### src/rtl/serial_out_tx.sv
// serial_out_tx: memory-mapped 8N1 UART transmitter for the single-cycle MIPS core.
// A store to DATA_ADDR queues a byte in a 4-entry FIFO. A transmit FSM then sends
// each byte LSB first: one start bit, eight data bits and one stop bit.
// A store to STATUS_ADDR clears the sticky overflow flag.
//
// Ports:
//   clk      core clock; all state changes on its rising edge
//   rst      synchronous active-high reset
//   Address  data-memory address (ALU result)
//   RegData  store data; bits [7:0] are enqueued
//   we       MemWrite strobe
//   tx       serial line, idle high, driven straight from a flop
//   status   {4'b0, overflow, busy, full, empty}, combinational view of registers
//   sel      high when Address hits DATA_ADDR or STATUS_ADDR (load-mux select)
module serial_out_tx #(
  parameter int         CLKS_PER_BIT = 87,
  parameter logic [7:0] DATA_ADDR    = 8'hFD,
  parameter logic [7:0] STATUS_ADDR  = 8'hFC
) (
  input  logic       clk,
  input  logic       rst,
  input  logic [7:0] Address,
  input  logic [7:0] RegData,
  input  logic       we,
  output logic       tx,
  output logic [7:0] status,
  output logic       sel
);

  localparam logic [7:0] LAST_TICK = 8'(CLKS_PER_BIT - 1);

  typedef enum logic [1:0] {S_IDLE, S_START, S_DATA, S_STOP} state_t;

  state_t     r_state;
  logic [7:0] r_mem [4];
  logic [1:0] r_wptr, r_rptr;
  logic [2:0] r_count;
  logic       r_overflow;
  logic [7:0] r_shift;
  logic [2:0] r_bitcnt;
  logic [7:0] r_baud;
  logic       r_tx;

  logic       w_empty, w_full;
  logic       w_wr_data, w_wr_stat;
  logic       w_pop, w_push;
  logic       w_tick;

  assign w_empty   = (r_count == 3'd0);
  assign w_full    = (r_count == 3'd4);
  assign w_wr_data = we && (Address == DATA_ADDR);
  assign w_wr_stat = we && (Address == STATUS_ADDR);
  // The FSM pops the head byte only from IDLE.
  assign w_pop     = (r_state == S_IDLE) && !w_empty;
  // A pop in the same cycle frees a slot, so a push into a full FIFO still lands.
  assign w_push    = w_wr_data && (!w_full || w_pop);
  assign w_tick    = (r_baud == LAST_TICK);

  // FIFO storage carries no reset; only the pointers and count define validity.
  always_ff @(posedge clk) begin
    if (w_push) r_mem[r_wptr] <= RegData;
  end

  always_ff @(posedge clk) begin
    if (rst) begin
      r_wptr     <= 2'd0;
      r_rptr     <= 2'd0;
      r_count    <= 3'd0;
      r_overflow <= 1'b0;
    end else begin
      if (w_push) r_wptr <= r_wptr + 2'd1;
      if (w_pop)  r_rptr <= r_rptr + 2'd1;
      case ({w_push, w_pop})
        2'b10:   r_count <= r_count + 3'd1;
        2'b01:   r_count <= r_count - 3'd1;
        default: r_count <= r_count;
      endcase
      // A clear beats a same-cycle drop.
      if (w_wr_stat)
        r_overflow <= 1'b0;
      else if (w_wr_data && w_full && !w_pop)
        r_overflow <= 1'b1;
    end
  end

  // Transmit FSM. tx is registered and set up one edge ahead of each bit.
  always_ff @(posedge clk) begin
    if (rst) begin
      r_state  <= S_IDLE;
      r_tx     <= 1'b1;
      r_shift  <= 8'd0;
      r_bitcnt <= 3'd0;
      r_baud   <= 8'd0;
    end else begin
      case (r_state)
        S_IDLE: begin
          r_tx <= 1'b1;
          if (w_pop) begin
            r_shift  <= r_mem[r_rptr];
            r_bitcnt <= 3'd0;
            r_baud   <= 8'd0;
            r_tx     <= 1'b0;
            r_state  <= S_START;
          end
        end
        S_START: begin
          if (w_tick) begin
            r_baud  <= 8'd0;
            r_tx    <= r_shift[0];
            r_state <= S_DATA;
          end else begin
            r_baud <= r_baud + 8'd1;
          end
        end
        S_DATA: begin
          if (w_tick) begin
            r_baud <= 8'd0;
            if (r_bitcnt == 3'd7) begin
              r_tx    <= 1'b1;
              r_state <= S_STOP;
            end else begin
              // Next bit is shift[1], which becomes bit 0 after the shift.
              r_shift  <= {1'b0, r_shift[7:1]};
              r_tx     <= r_shift[1];
              r_bitcnt <= r_bitcnt + 3'd1;
            end
          end else begin
            r_baud <= r_baud + 8'd1;
          end
        end
        S_STOP: begin
          if (w_tick) begin
            r_baud  <= 8'd0;
            r_state <= S_IDLE;
          end else begin
            r_baud <= r_baud + 8'd1;
          end
        end
        default: begin
          r_state <= S_IDLE;
          r_tx    <= 1'b1;
        end
      endcase
    end
  end

  assign tx     = r_tx;
  assign status = {4'b0000, r_overflow, (r_state != S_IDLE), w_full, w_empty};
  assign sel    = (Address == DATA_ADDR) || (Address == STATUS_ADDR);

endmodule

### config.mk
export PLATFORM = sky130hd
export DESIGN_NAME = serial_out_tx
export DESIGN_NICKNAME = d
export VERILOG_FILES = /design/src/rtl/serial_out_tx.sv
export SDC_FILE = /design/constraint.sdc
export NUM_CORES = 1
export LEC_CHECK = 0
export BUFFER_PORTS_ARGS = -buffer_cell sky130_fd_sc_hd__buf_2
export CELL_PAD_IN_SITES_DETAIL_PLACEMENT = 0
export CELL_PAD_IN_SITES_GLOBAL_PLACEMENT = 1
export CORE_ASPECT_RATIO = 2
export CORE_MARGIN = 4
export CORE_UTILIZATION = 43
export DETAILED_ROUTE_END_ITERATION = 16
export GPL_TIMING_DRIVEN = 0
export MAX_ROUTING_LAYER = met4
export PLACE_DENSITY = 0.72
export REMOVE_ABC_BUFFERS = 1
export SYNTH_ARGS = -nofsm -noshare
export SYNTH_HDL_FRONTEND = slang
export SYNTH_SLANG_ARGS = --single-unit
export TNS_END_PERCENT = 5
### constraint.sdc
create_clock -name clk -period 2.4 [get_ports clk]
set_clock_uncertainty 0.2 [all_clocks]
set_input_delay 0.72 -clock clk [delete_from_list [all_inputs] [get_ports clk]]
set_output_delay 0.72 -clock clk [all_outputs]
set_load 0.01 [all_outputs]
==> flow_summary.toml, run 1 <==
[grt]
grt_pass1_wl_mm = 10.1
overflow = 0
grtUsageTotal_pct = 16.4
grt_max_degree = 26
antenna_found_initial = 0
grt_pass1_vias = 2131

[floorplanning]
num_io_pins = 29
coreArea_mm2 = 0.00694
rows = 43
die_h_um = 127
die_w_um = 67.5
start_util_pct = 43.8
dieArea_mm2 = 0.00857

[power_and_ir_drop]
p_leak_nw = 1.31
power_mw = 4.12
ir_drop_mv = 0.635
power.density_mw_per_mm2 = 1170

[final_layout]
fin_nets = 311
drive_above_1_share_pct = 26.1
final_common_cell = "edfxtp_1"
fin_area_mm2 = 0.00353
fin_util_pct = 50.9
layout.cells.non_filler = 374
layout_common_cells = "32 x edfxtp_1, 29 x dfxtp_1, 25 x nand2_1"
antennaDiodeCount = 0
syn2layout_area_growth_pct = 16.0
fillCellCount = 628

[placement]
port_buffers = 24
gp_congestion = 0.778
dp_cells = 355
place_area_mm2 = 0.00317
dpl.hpwl_mm = 4.10

[drt]
drc = 0
wl_mm = 5.88
first_pass_iters = 4
wl_per_cell_um = 15.7
ant_nets = 0
drtIter0Drc = 72
vias = 2028
vias_per_cell = 5.42

[hold_path]
hold_end = "r_shift[4]$_SDFFE_PP0P_"
hp-start = "r_shift[5]$_SDFFE_PP0P_"
whs_path_depth = 2
hold_class = "flip-flop to flip-flop"

[setup_path]
rr_worst_depth = 6
worstReg2RegEnd = "r_count[2]$_SDFFE_PP0P_"
critPathSlowestCell = "nand3b_1"
end_kind = "output pin"
cp.buffers_inverters = 2
startpoint_type = "input pin"
r2r_start = "r_count[1]$_SDFFE_PP0P_"
path_common_cell = "buf_2"
crit_fanout = 3
worst-r2r-setup-slack_ps = 110
critPathKind = "input pin to output pin"
required_ps = 1480
crit_family = "simple AND/OR/NAND/NOR gates"
cp.arrival_ps = 1390
slowest_delay_ps = 200
path_cells = "buf_2 -> nand3b_1 -> nor2_1 -> buf_2"

[logic_synthesis]
syn_area_per_cell_um2 = 11.7
ys_seq_area_share_pct = 52.6
synth_area_mm2 = 0.00304
async_reset_ff_share_pct = 0
synth_cell_type_count = 52
yosys_warnings = 0
synth-edff-count = 32
ys_dominant_reg_cell = "edfxtp_1"
synth-seq-cells = 64
syn-instance-count = 259

[job]
max-cap-violations = 0

[sta]
period_needed_ps = 2310
hold_viol = 0
finalCritPeriodShare_pct = 96.1
finalSetupViolations = 0
worst_pin_slew_ps = 599
slew_headroom_pct = 59.9
slew_violations = 0
grt_setup_unrepaired = "no"
holdWs_ps = 277
max_freq_mhz = 434

[cts]
cts_buffer_depth = 2
cts_tree = "built"
cts.clk_slew.worst_paths_ps = 60
cts_made_buffers = 9
clockRootBuffer = "clkbuf_16"
hold_buffers = 0
cts.sinks = 64
cts.htree.levels = 3
clock_latency_ps = 330

[run_status]
outcome = "finished clean"
## worst max-delay path by stage
stage	startpoint	end	slack, ps	depth (start not counted)
final	Address[1]	sel	90	4
after global routing	r_count[1]$_SDFFE_PP0P_	r_count[2]$_SDFFE_PP0P_	10	6
after CTS	r_count[0]$_SDFFE_PP0P_	r_count[2]$_SDFFE_PP0P_	20	6
after detailed placement	r_state[0]$_SDFFE_PP0P_	r_shift[5]$_SDFFE_PP0P_	-580	6
after global placement	r_state[0]$_SDFFE_PP0P_	r_shift[6]$_SDFFE_PP0P_	-580	6
after floorplan	r_state[0]$_SDFFE_PP0P_	r_shift[0]$_SDFFE_PP0P_	60	6
## logic make-up after synthesis
logic type                 share of synthesized area [%]
and+or+nand+nor                                     14.7
DFF                                                 52.6
AOI/OAI and AO/OA                                   13.1
buffers and inverters                               5.18
adders and majority gates                           5.59
muxes                                               7.77
xor gates and xnor gates                           0.864
other                                              0.123
## sequential cells by signal (all words and copies together), names as in the netlist, 2 cells and up, named ones only
register and count:
r_shift 8, r_count 3, r_wptr 2, r_baud 8, r_mem 32, r_rptr 2, r_bitcnt 3, r_state 2
## power by group
group          internal, mW  switching (mW)
logic                 0.657           0.808
clock network         0.708           0.503
registers              1.29           0.163
## what timing repair did
item | CTS | global route
setup buffers | 3 | 0
pin swaps | 1 | 0
setup endpoints to repair | 49 | 26
gates resized for setup | 8 | 8
## worst min-delay path, delay by kind of cell, from the launching register on
| family | cells | cell delay (ps) |
|---|---|---|
| DFF | 1 | 310 |
| AOI/OAI and AO/OA | 1 | 70 |
| and+or+nand+nor | 1 | 50 |
## area by class of cell
class | instances | area (µm²) | area share [%]
clock buffers | 9 | 225 | 6.38
clock inverters | 7 | 55.1 | 1.56
inverters | 11 | 45.0 | 1.28
multi-input cells | 166 | 1340 | 38.1
flip-flops and latches | 64 | 1610 | 45.5
well taps | 90 | 113 | 3.19
repair buffers | 27 | 143 | 4.04
## Yosys cell counts, types with 4 or more instances
library cell,n,area (µm²)
and2_1,6,37.5
nand3_1,5,25.0
edfxtp_1,32,961
buf_4,8,60.1
dfxtp_1,32,641
a311oi_1,8,70.1
a21oi_1,7,35.0
inv_1,10,37.5
o21ai_0,4,20.0
clkbuf_1,7,26.3
mux4_2,8,180
ha_1,12,150
o31ai_1,7,52.6
buf_2,6,30.0
nand2_1,25,93.8
a31oi_1,11,68.8
nor2_1,15,56.3
## through the flow
stage | setup TNS [ps] | setup slack, ps
after CTS | 0 | 22.7
after detailed placement | -12640 | -575
final | 0 | 94.0
after global routing | 0 | 11.9
after floorplan | 0 | 61.0
after global placement | -12610 | -580
## routing by layer
metal | up-vias | wire, µm | GRT usage, % | share of wire [%]
li1 | 1002 | - | - | -
met1 | 985 | 2250 | 16.1 | 38
met2 | 28 | 3290 | 28.7 | 56
met3 | 13 | 163 | 3.81 | 2.8
met4 | 0 | 171 | 8.37 | 2.9
met5 | - | 0 | - | 0
Note: power is estimated with default switching activity, not from simulation.
==> run 2, diff against run 1 <==
CELL_PAD_IN_SITES_DETAIL_PLACEMENT = 1   (was 0)
CTS_CLUSTER_SIZE = 20   (was unset)
SETUP_SLACK_MARGIN = 0.4   (was unset)
==> run 2 against run 1 <==
Effect of this change: fmax is 6.1% higher; routed wire length rose by 15%; final cell count grew 3.7%; register-to-register slack improved by 210 ps; global-route usage up 1.8 points; hold slack gained 2.1 ps; sequential cell count unchanged; critical path type unchanged; largest cell class unchanged; largest power group unchanged; highest routed layer unchanged.
==> flow_summary.toml, run 2 (synthesized netlist as in run 1, its figures left out) <==
[run_status]
outcome = "finished clean"

[floorplanning]
num_io_pins = 29
coreArea_mm2 = 0.00694
rows = 43
die_h_um = 127
start_util_pct = 43.8
die_w_um = 67.5
dieArea_mm2 = 0.00857

[drt]
drtIter0Drc = 74
vias_per_cell = 5.55
wl_per_cell_um = 17.4
drc = 0
ant_nets = 0
wl_mm = 6.75
vias = 2153
first_pass_iters = 4

[final_layout]
antennaDiodeCount = 0
fillCellCount = 731
top_register = "r_mem"
multi_input_area_mm2 = 0.00141
largest_register_ffs = 32
drive_above_1_share_pct = 33.2
regArea_mm2 = 0.00161
final_common_cell = "edfxtp_1"
reg_top3 = "r_mem (32), r_baud (8), r_shift (8)"
fin_nets = 325
layout_common_cells = "32 x edfxtp_1, 27 x dfxtp_1, 25 x nand2_1"
syn2layout_area_growth_pct = 22.7

[cts]
clock_latency_ps = 330
hold_buffers = 0
clockRootBuffer = "clkbuf_16"
cts.clk_slew.worst_paths_ps = 50
cts_buffer_depth = 2
cts_made_buffers = 9
cts.htree.levels = 3
cts_tree = "built"
cts.sinks = 64

[sta]
grt_setup_unrepaired = "yes"
holdWs_ps = 279
slew_headroom_pct = 58.7
worst_pin_slew_ps = 616
layout_setup_ws_ps = 227
hold_viol = 0
finalSetupViolations = 0
max_freq_mhz = 460
finalCritPeriodShare_pct = 90.5
slew_violations = 0
period_needed_ps = 2170

[setup_path]
crit_fanout = 2
end_kind = "output pin"
critPathKind = "input pin to output pin"
required_ps = 1480
startpoint_type = "input pin"
rr_worst_depth = 8
cp.arrival_ps = 1250
worst-r2r-setup-slack_ps = 320

[placement]
post-place-ws_ps = -579
port_buffers = 24
dpl.hpwl_mm = 4.44
gp_congestion = 0.778

[job]
max-cap-violations = 0

[power_and_ir_drop]
power.density_mw_per_mm2 = 1190
ir_drop_mv = 0.608
p_leak_nw = 1.40
power_mw = 4.43

[grt]
grtUsageTotal_pct = 18.2
antenna_found_initial = 0
overflow = 0
grt_pass1_wl_mm = 11.2
grt_pass1_vias = 2404
grt_max_degree = 26

[hold_path]
hold_class = "flip-flop to flip-flop"
whs_path_depth = 2
-- run 2: changes by cell type in the layout (fill, tap and decap cells not counted), moves of 2 or more --
cell	previous run	this run
clkinvlp_4	3	0
buf_2	24	20
inv_4	0	2
clkbuf_1	0	2
inv_6	3	1
dfxtp_1	29	27
inv_1	10	7
clkinv_2	1	4
dfxtp_4	0	2
buf_4	3	16
buf_6	0	4
-- run 2: final timing paths --
| check | startpoint | endpoint |
|---|---|---|
| max | Address[1] | sel |
| max reg2reg | r_state[0]$_SDFFE_PP0P_ | r_count[2]$_SDFFE_PP0P_ |
| min | r_shift[3]$_SDFFE_PP0P_ | r_shift[2]$_SDFFE_PP0P_ |
| min reg2reg | r_shift[3]$_SDFFE_PP0P_ | r_shift[2]$_SDFFE_PP0P_ |
-- run 2: what timing repair did --
item                       CTS  global route
pin swaps                    6             5
setup buffers               12             5
setup endpoints to repair   62            60
gates resized for setup     25            21
-- run 2: stage by stage --
| step | TNS, ps | instance area, µm² | utilization, % | std cells |
|---|---|---|---|---|
| floorplan | 0 | 2940 | - | 241 |
| global placement | -12610 | 3170 | 45.7 | 355 |
| detailed placement | -13680 | 3170 | 45.7 | 355 |
| CTS | 0 | 3620 | 52.2 | 383 |
| global route | 0 | 3730 | 53.8 | 388 |
| finish | 0 | 3730 | 53.8 | 388 |
-- run 2: where the power goes --
group | internal, mW | total [mW] | switching [mW]
sequential | 1.29 | 1.49 | 0.191
combinational | 0.807 | 1.71 | 0.906
clock | 0.794 | 1.23 | 0.438
total | 2.89 | 4.43 | 1.54
-- run 2: layout make-up --
type,count,share of cell area [%]
clock inverters,5,1.31
repair buffers,41,7.24
well taps,90,3.02
multi-input cells,166,37.6
flip-flops and latches,64,43.2
inverters,11,1.41
clock buffers,11,6.23
-- run 2: metal layers --
| layer | track usage [%] | wire, µm | vias to the layer above |
|---|---|---|---|
| met1 | 16.5 | 2470 | 1082 |
| li1 | - | - | 1029 |
| met5 | - | 0 | - |
| met3 | 3.81 | 163 | 10 |
| met2 | 33.5 | 3980 | 32 |
| met4 | 9.33 | 141 | 0 |
-- run 2: worst max-delay path, stage by stage --
cell and delay [ps]:
buf_6 90, nand3b_1 180, nor2_2 120, buf_2 140
